[src/rtl/logic_serial_unit_pkg.sv]
// -----------------------------------------------------------------------------
// logic_serial_unit_pkg
// Shared definitions for the slice-serial logic engine:
//   - opcode encodings (AND, OR, NOR, INV)
//   - FSM state encodings (IDLE, BUSY, DONE)
//   - default operand and slice widths
// -----------------------------------------------------------------------------
package logic_serial_unit_pkg;

    localparam int DEF_DATA_WIDTH  = 32;
    localparam int DEF_SLICE_WIDTH = 4;

    localparam logic [1:0] OP_AND = 2'b00;
    localparam logic [1:0] OP_OR  = 2'b01;
    localparam logic [1:0] OP_NOR = 2'b10;
    localparam logic [1:0] OP_INV = 2'b11;

    typedef enum logic [1:0] {
        ST_IDLE = 2'b00,
        ST_BUSY = 2'b01,
        ST_DONE = 2'b10
    } state_e;

endpackage

[src/rtl/logic_slice.sv]
// -----------------------------------------------------------------------------
// logic_slice
// Combinational bitwise logic on one SLICE_WIDTH-bit slice, built from
// per-bit gate primitives.
// Ports:
//   a_i   SLICE_WIDTH  operand A slice
//   b_i   SLICE_WIDTH  operand B slice (unused for INV)
//   op_i  2            opcode (AND, OR, NOR, INV(A))
//   y_o   SLICE_WIDTH  result slice
// -----------------------------------------------------------------------------
module logic_slice
    import logic_serial_unit_pkg::*;
#(
    parameter int SLICE_WIDTH = DEF_SLICE_WIDTH
) (
    input  logic [SLICE_WIDTH-1:0] a_i,
    input  logic [SLICE_WIDTH-1:0] b_i,
    input  logic [1:0]             op_i,
    output logic [SLICE_WIDTH-1:0] y_o
);

    logic [SLICE_WIDTH-1:0] and_s;
    logic [SLICE_WIDTH-1:0] or_s;
    logic [SLICE_WIDTH-1:0] nor_s;
    logic [SLICE_WIDTH-1:0] inv_s;

    for (genvar i = 0; i < SLICE_WIDTH; i++) begin : g_bit
        and g_and (and_s[i], a_i[i], b_i[i]);
        or  g_or  (or_s[i],  a_i[i], b_i[i]);
        nor g_nor (nor_s[i], a_i[i], b_i[i]);
        not g_inv (inv_s[i], a_i[i]);
    end

    // Select the gate output for the requested opcode
    always_comb begin
        y_o = {SLICE_WIDTH{1'b0}};
        case (op_i)
            OP_AND:  y_o = and_s;
            OP_OR:   y_o = or_s;
            OP_NOR:  y_o = nor_s;
            OP_INV:  y_o = inv_s;
            default: y_o = {SLICE_WIDTH{1'b0}};
        endcase
    end

endmodule

[src/rtl/logic_serial_unit.sv]
// -----------------------------------------------------------------------------
// logic_serial_unit
// Multi-cycle slice-serial bitwise logic engine (AND, OR, NOR, INV).
// One request is accepted on IN_VALID/IN_READY, processed SLICE_WIDTH bits per
// cycle (LSB slice first) over NUM_SLICES BUSY cycles, and the result is
// offered on OUT_VALID/OUT_READY. No request/response overlap.
// Ports:
//   CLK        1           clock, rising edge
//   RST        1           synchronous active-low reset
//   IN_VALID   1           request valid
//   IN_READY   1           unit can accept a request (registered)
//   OP         2           00 AND, 01 OR, 10 NOR, 11 INV(A)
//   A, B       DATA_WIDTH  operands (B ignored for INV)
//   OUT_VALID  1           result valid (registered)
//   OUT_READY  1           consumer accepts result
//   Y          DATA_WIDTH  result (registered; partial during BUSY)
//   ZERO       1           Y == 0, qualified by OUT_VALID
//   PARITY     1           XOR-reduction of Y, only when LOGIC_SERIAL_PARITY_EN
//                          is defined
// Configuration macro: LOGIC_SERIAL_PARITY_EN
// DATA_WIDTH must be a multiple of SLICE_WIDTH.
// -----------------------------------------------------------------------------
module logic_serial_unit
    import logic_serial_unit_pkg::*;
#(
    parameter int DATA_WIDTH  = DEF_DATA_WIDTH,
    parameter int SLICE_WIDTH = DEF_SLICE_WIDTH
) (
    input  logic                  CLK,
    input  logic                  RST,
    input  logic                  IN_VALID,
    output logic                  IN_READY,
    input  logic [1:0]            OP,
    input  logic [DATA_WIDTH-1:0] A,
    input  logic [DATA_WIDTH-1:0] B,
    output logic                  OUT_VALID,
    input  logic                  OUT_READY,
    output logic [DATA_WIDTH-1:0] Y,
`ifdef LOGIC_SERIAL_PARITY_EN
    output logic                  PARITY,
`endif
    output logic                  ZERO
);

    localparam int NUM_SLICES = DATA_WIDTH / SLICE_WIDTH;
    localparam int CNT_W      = (NUM_SLICES > 1) ? $clog2(NUM_SLICES) : 1;
    localparam logic [CNT_W-1:0] LAST_CNT = CNT_W'(NUM_SLICES - 1);

    state_e                  state_q, state_d;
    logic [DATA_WIDTH-1:0]   a_q, a_d;
    logic [DATA_WIDTH-1:0]   b_q, b_d;
    logic [1:0]              op_q, op_d;
    logic [CNT_W-1:0]        cnt_q, cnt_d;
    logic [DATA_WIDTH-1:0]   y_q, y_d;
    logic                    zero_q, zero_d;
    logic                    in_ready_q, in_ready_d;
    logic                    out_valid_q, out_valid_d;
`ifdef LOGIC_SERIAL_PARITY_EN
    logic                    parity_q, parity_d;
`endif

    logic [SLICE_WIDTH-1:0]  a_sl_s;
    logic [SLICE_WIDTH-1:0]  b_sl_s;
    logic [SLICE_WIDTH-1:0]  res_sl_s;

    // Pick the operand slices addressed by the slice counter
    always_comb begin
        a_sl_s = {SLICE_WIDTH{1'b0}};
        b_sl_s = {SLICE_WIDTH{1'b0}};
        for (int i = 0; i < NUM_SLICES; i++) begin
            if (cnt_q == CNT_W'(i)) begin
                a_sl_s = a_q[i*SLICE_WIDTH +: SLICE_WIDTH];
                b_sl_s = b_q[i*SLICE_WIDTH +: SLICE_WIDTH];
            end else begin
                a_sl_s = a_sl_s;
                b_sl_s = b_sl_s;
            end
        end
    end

    logic_slice #(
        .SLICE_WIDTH (SLICE_WIDTH)
    ) u_slice (
        .a_i  (a_sl_s),
        .b_i  (b_sl_s),
        .op_i (op_q),
        .y_o  (res_sl_s)
    );

    // Next-state and datapath update for the IDLE/BUSY/DONE sequencer
    always_comb begin
        state_d = state_q;
        a_d     = a_q;
        b_d     = b_q;
        op_d    = op_q;
        cnt_d   = cnt_q;
        y_d     = y_q;
        zero_d  = zero_q;
`ifdef LOGIC_SERIAL_PARITY_EN
        parity_d = parity_q;
`endif
        case (state_q)
            ST_IDLE: begin
                if (IN_VALID && in_ready_q) begin
                    a_d     = A;
                    b_d     = B;
                    op_d    = OP;
                    cnt_d   = {CNT_W{1'b0}};
                    y_d     = {DATA_WIDTH{1'b0}};
                    zero_d  = 1'b0;
`ifdef LOGIC_SERIAL_PARITY_EN
                    parity_d = 1'b0;
`endif
                    state_d = ST_BUSY;
                end else begin
                    state_d = ST_IDLE;
                end
            end
            ST_BUSY: begin
                for (int i = 0; i < NUM_SLICES; i++) begin
                    if (cnt_q == CNT_W'(i)) begin
                        y_d[i*SLICE_WIDTH +: SLICE_WIDTH] = res_sl_s;
                    end else begin
                        y_d = y_d;
                    end
                end
`ifdef LOGIC_SERIAL_PARITY_EN
                parity_d = parity_q ^ (^res_sl_s);
`endif
                if (cnt_q == LAST_CNT) begin
                    // y_d already contains the final slice here
                    zero_d  = (y_d == {DATA_WIDTH{1'b0}});
                    cnt_d   = {CNT_W{1'b0}};
                    state_d = ST_DONE;
                end else begin
                    cnt_d   = cnt_q + CNT_W'(1);
                    state_d = ST_BUSY;
                end
            end
            ST_DONE: begin
                if (OUT_READY) begin
                    state_d = ST_IDLE;
                end else begin
                    state_d = ST_DONE;
                end
            end
            default: begin
                state_d = ST_IDLE;
            end
        endcase
        in_ready_d  = (state_d == ST_IDLE);
        out_valid_d = (state_d == ST_DONE);
    end

    // State and datapath registers with synchronous active-low reset
    always_ff @(posedge CLK) begin
        if (!RST) begin
            state_q     <= ST_IDLE;
            a_q         <= {DATA_WIDTH{1'b0}};
            b_q         <= {DATA_WIDTH{1'b0}};
            op_q        <= 2'b00;
            cnt_q       <= {CNT_W{1'b0}};
            y_q         <= {DATA_WIDTH{1'b0}};
            zero_q      <= 1'b0;
            in_ready_q  <= 1'b1;
            out_valid_q <= 1'b0;
`ifdef LOGIC_SERIAL_PARITY_EN
            parity_q    <= 1'b0;
`endif
        end else begin
            state_q     <= state_d;
            a_q         <= a_d;
            b_q         <= b_d;
            op_q        <= op_d;
            cnt_q       <= cnt_d;
            y_q         <= y_d;
            zero_q      <= zero_d;
            in_ready_q  <= in_ready_d;
            out_valid_q <= out_valid_d;
`ifdef LOGIC_SERIAL_PARITY_EN
            parity_q    <= parity_d;
`endif
        end
    end

    assign IN_READY  = in_ready_q;
    assign OUT_VALID = out_valid_q;
    assign Y         = y_q;
    assign ZERO      = zero_q;
`ifdef LOGIC_SERIAL_PARITY_EN
    assign PARITY    = parity_q;
`endif

endmodule

[config.mk]
export PLATFORM = sky130hd
export DESIGN_NAME = logic_serial_unit
export DESIGN_NICKNAME = d
export VERILOG_FILES = /design/src/rtl/logic_serial_unit_pkg.sv /design/src/rtl/logic_slice.sv /design/src/rtl/logic_serial_unit.sv
export SDC_FILE = /design/constraint.sdc
export NUM_CORES = 1
export LEC_CHECK = 0
export ABC_CLOCK_PERIOD_IN_PS = 2650
export BUFFER_PORTS_ARGS = -buffer_cell sky130_fd_sc_hd__buf_2
export CAP_MARGIN = 25
export CORE_AREA = 2 2 106 108
export CTS_CLUSTER_SIZE = 8
export DETAILED_ROUTE_END_ITERATION = 8
export DIE_AREA = 0 0 108 110
export PLACE_DENSITY = 0.78
export SETUP_SLACK_MARGIN = 0.05
export SLEW_MARGIN = 20
export SYNTH_ARGS = -nofsm -noshare
export SYNTH_HDL_FRONTEND = slang
export SYNTH_SLANG_ARGS = --single-unit
export TNS_END_PERCENT = 50
[constraint.sdc]
create_clock -name CLK -period 2.65 [get_ports CLK]
set_input_delay 0.1325 -clock CLK [delete_from_list [all_inputs] [get_ports CLK]]
set_output_delay 0.1325 -clock CLK [all_outputs]
set_load 0.03 [all_outputs]
==> flow_summary.json <==
{
  "yosys_register_bits": 106,
  "path_max_fanout": 7,
  "synth-edff-count": 0,
  "drv_cap": 0,
  "synth_fp_nets": 722,
  "n_fill_cell": 893,
  "clk_transition_reported_paths_ns": 0.09,
  "place_area_um2": 6130,
  "p_leak_nw": 2.72,
  "setup_violations": 15,
  "drc_errors": 0,
  "synth_common_cells": "nand2_1 (157), dfxtp_1 (106), a21boi_0 (67), nor2b_1 (46), a22oi_1 (32)",
  "cp_slowest_cell": "dfxtp_4",
  "fin_total_pwr_w": 0.00338,
  "drtAntennaViolNets": 0,
  "first_global_vias": 5046,
  "hold_ws_ns": 0.00489,
  "worstReg2RegStart": "cnt_q[0]$_SDFFE_PN0P_",
  "yosysWarnings": 0,
  "cts_max_level": 3,
  "post-route-period-util_pct": 104,
  "via_count": 5213,
  "first_pass_iters": 5,
  "grt_max_degree": 106,
  "grt-ovfl-total": 0,
  "required_ns": 2.96,
  "port-buffer-count": 104,
  "final_cell_area_um2": 7020,
  "syn_area_um2": 5240,
  "rsz0062_at_grt": "true",
  "syn_avg_cell_area_um2": 8.12,
  "min_period_ns": 2.76,
  "synth_flop_cell": "dfxtp_1",
  "cts.sinks": 106,
  "slew_viol_final": 0,
  "synthDistinctLibCells": 58,
  "clockBufferDepth": 2,
  "crit_chain": "inv_4, ha_4, buf_6, o31a_1, a221o_1, a22o_1, maj3_2, a211o_1, a221oi_2, o2111ai_1, o21ai_1",
  "layout-drive-gt1-share_pct": 32.0,
  "postSynth.asyncResetShare_pct": 0,
  "yosysMostFrequentCell": "nand2_1",
  "slowest_delay_ns": 0.41,
  "clk_latency_ns": 0.38,
  "hold_end": "a_q[8]$_SDFFE_PN0P_",
  "grt_usage_pct": 25.6,
  "area_delta_synth_final_pct": 33.8,
  "yosysTopAreaCell": "dfxtp_1",
  "cts_tree": "yes",
  "grt_pass1_wl_um": 24300,
  "start_util_pct": 49.0,
  "root_buffer": "clkbuf_8",
  "hp-start": "A[8]",
  "rows": 38,
  "powerDensity_nw_per_um2": 482,
  "antenna_found_initial": 0,
  "ios": 105,
  "status": "complete, but fails checks",
  "critical_path.startpoint_type": "flop",
  "finClkSkew_ns": 0.0154,
  "min_path_cells": 3,
  "first_iter_violations": 318,
  "ir_drop_mv": 0.243,
  "hold_path_class": "in -> reg",
  "worstMarginPinSlew_ns": 0.844,
  "fmax_mhz": 363,
  "synth-seq-area-share_pct": 40.5,
  "finalWirelength_um": 15000,
  "tns_ns": -0.694,
  "dieWidth_um": 108,
  "hold_violations": 0,
  "relSlewSlack_pct": 43.7,
  "dp_hpwl_um": 10200,
  "worst_ep_arrival_time_ns": 3.07,
  "worstReg2RegEnd": "ZERO$_SDFFE_PN0P_",
  "wl_per_cell_um": 16.0,
  "gp_congestion": 0.916,
  "r2r_cells": 11,
  "num_antenna_cells": 0,
  "dieArea_um2": 11900,
  "ys_top_cells_by_area": "dfxtp_1 (40%), nand2_1 (11%), a21boi_0 (9.6%), nor2b_1 (5.5%), a22oi_1 (4.6%)",
  "synth_top_area_share_pct": 40.5,
  "rrSetupSlack_ns": -0.11,
  "violations": "setup timing",
  "cts_buffers": 9,
  "layout_setup_ws_ns": -0.107,
  "dieHeight_um": 110,
  "crit_type": "reg -> reg",
  "design.core.area_um2": 10700,
  "viasPerCell": 5.53,
  "nets": 874,
  "worst_setup_path_end_kind": "flop",
  "syn_inst": 646
}
## critical path: cells and delay by family (launching register included)
kind / cells / cell delay (ns)
fa+ha+maj: 2 / 0.52
compound gates: 7 / 1.57
flops: 1 / 0.41
buf+inv: 2 / 0.19
## metal layers
metal	share of wire [%]	GRT usage, %	wire (um)
met5	0	0	0
met4	2.4	9.98	357
met3	4.6	4.23	685
met2	47	42.1	7040
met1	46	33.9	6950
## how the worst max path moves through the flow
stage	startpoint	end	slack, ns
after floorplan	cnt_q[0]$_SDFFE_PN0P_	ZERO$_SDFFE_PN0P_	0.07
final	cnt_q[0]$_SDFFE_PN0P_	ZERO$_SDFFE_PN0P_	-0.11
after global routing	cnt_q[1]$_SDFFE_PN0P_	ZERO$_SDFFE_PN0P_	-0.24
after global placement	cnt_q[1]$_SDFFE_PN0P_	Y[1]$_SDFFE_PN0P_	-0.21
after detailed placement	cnt_q[0]$_SDFFE_PN0P_	Y[4]$_SDFFE_PN0P_	-0.26
after CTS	cnt_q[1]$_SDFFE_PN0P_	ZERO$_SDFFE_PN0P_	-0.07
## logic make-up (layout without fill, tap and decap cells)
| logic type | count (synthesis) | count (layout) | share of synthesized area, % |
|---|---|---|---|
| adder cells (fa/ha/maj) | 8 | 8 | 1.86 |
| flip-flops | 106 | 106 | 40.5 |
| AND/OR/NAND/NOR | 268 | 268 | 23.7 |
| AO/OA/AOI/OAI | 194 | 194 | 27.5 |
| buffers and inverters | 68 | 225 | 6.04 |
| multiplexers | 2 | 2 | 0.429 |
## sequential cells by signal, indices dropped and copies added, names as in the netlist
name       flops
ZERO           1
Y             32
OUT_VALID      1
b_q           32
cnt_q          3
IN_READY       1
a_q           32
op_q           2
state_q        2
## what timing repair did
| action | 4_1_cts | 5_1_grt |
|---|---|---|
| hold buffers | 21 | 1 |
| gates resized for setup | 59 | 29 |
| pin swaps | 24 | 16 |
| hold endpoints to repair | 21 | 1 |
| endpoints found under the setup margin | 33 | 33 |
| setup buffers | 11 | 3 |
## layout make-up
class,count,area (um2),area share [%]
Multi-Input combinational cell,472,3190,45.5
Sequential cell,106,2130,30.3
Timing Repair Buffer,190,1270,18.1
Tap cell,140,175,2.50
Clock buffer,11,141,2.01
Inverter,19,76.3,1.09
Clock inverter,5,30.0,0.428
## where the power goes
part	leakage, nW	switching, W	internal (W)
clock	0.0851	0.000554	0.000363
sequential	0.865	0.0000603	0.00167
combinational	1.77	0.000404	0.000329
total	2.72	0.00102	0.00236
## through the flow
step / util [%] / cells / worst slack (ns)
global route: 65.6 / 943 / -0.237
finish: 65.6 / 943 / -0.107
global placement: 57.3 / 893 / -0.208
floorplan: - / 646 / 0.0690
CTS: 64.2 / 941 / -0.0684
detailed placement: 57.3 / 893 / -0.256
## layout by cell type (no fill, tap or decap), drive strengths merged, types with 2 or more instances in the layout
master,n
buf,168
nand2,157
dfxtp,106
a21boi,68
nor2b,46
a22oi,32
nor2,23
dlygate4sd3,22
o21ai,20
inv,19
a21oi,15
nor3,15
clkbuf,11
a211oi,11
a221oi,8
a221o,6
ha,6
nand3b,5
and2,5
o22ai,4
nand3,4
nor4,4
a211o,3
clkinv,3
nand2b,3
o31ai,3
nor3b,3
a31oi,3
maj3,2
o2bb2ai,2
o31a,2
o221ai,2
a22o,2
a2111oi,2
o2111ai,2
clkinvlp,2
a21o,2
mux2,2
(Power assumes the default switching activity.)
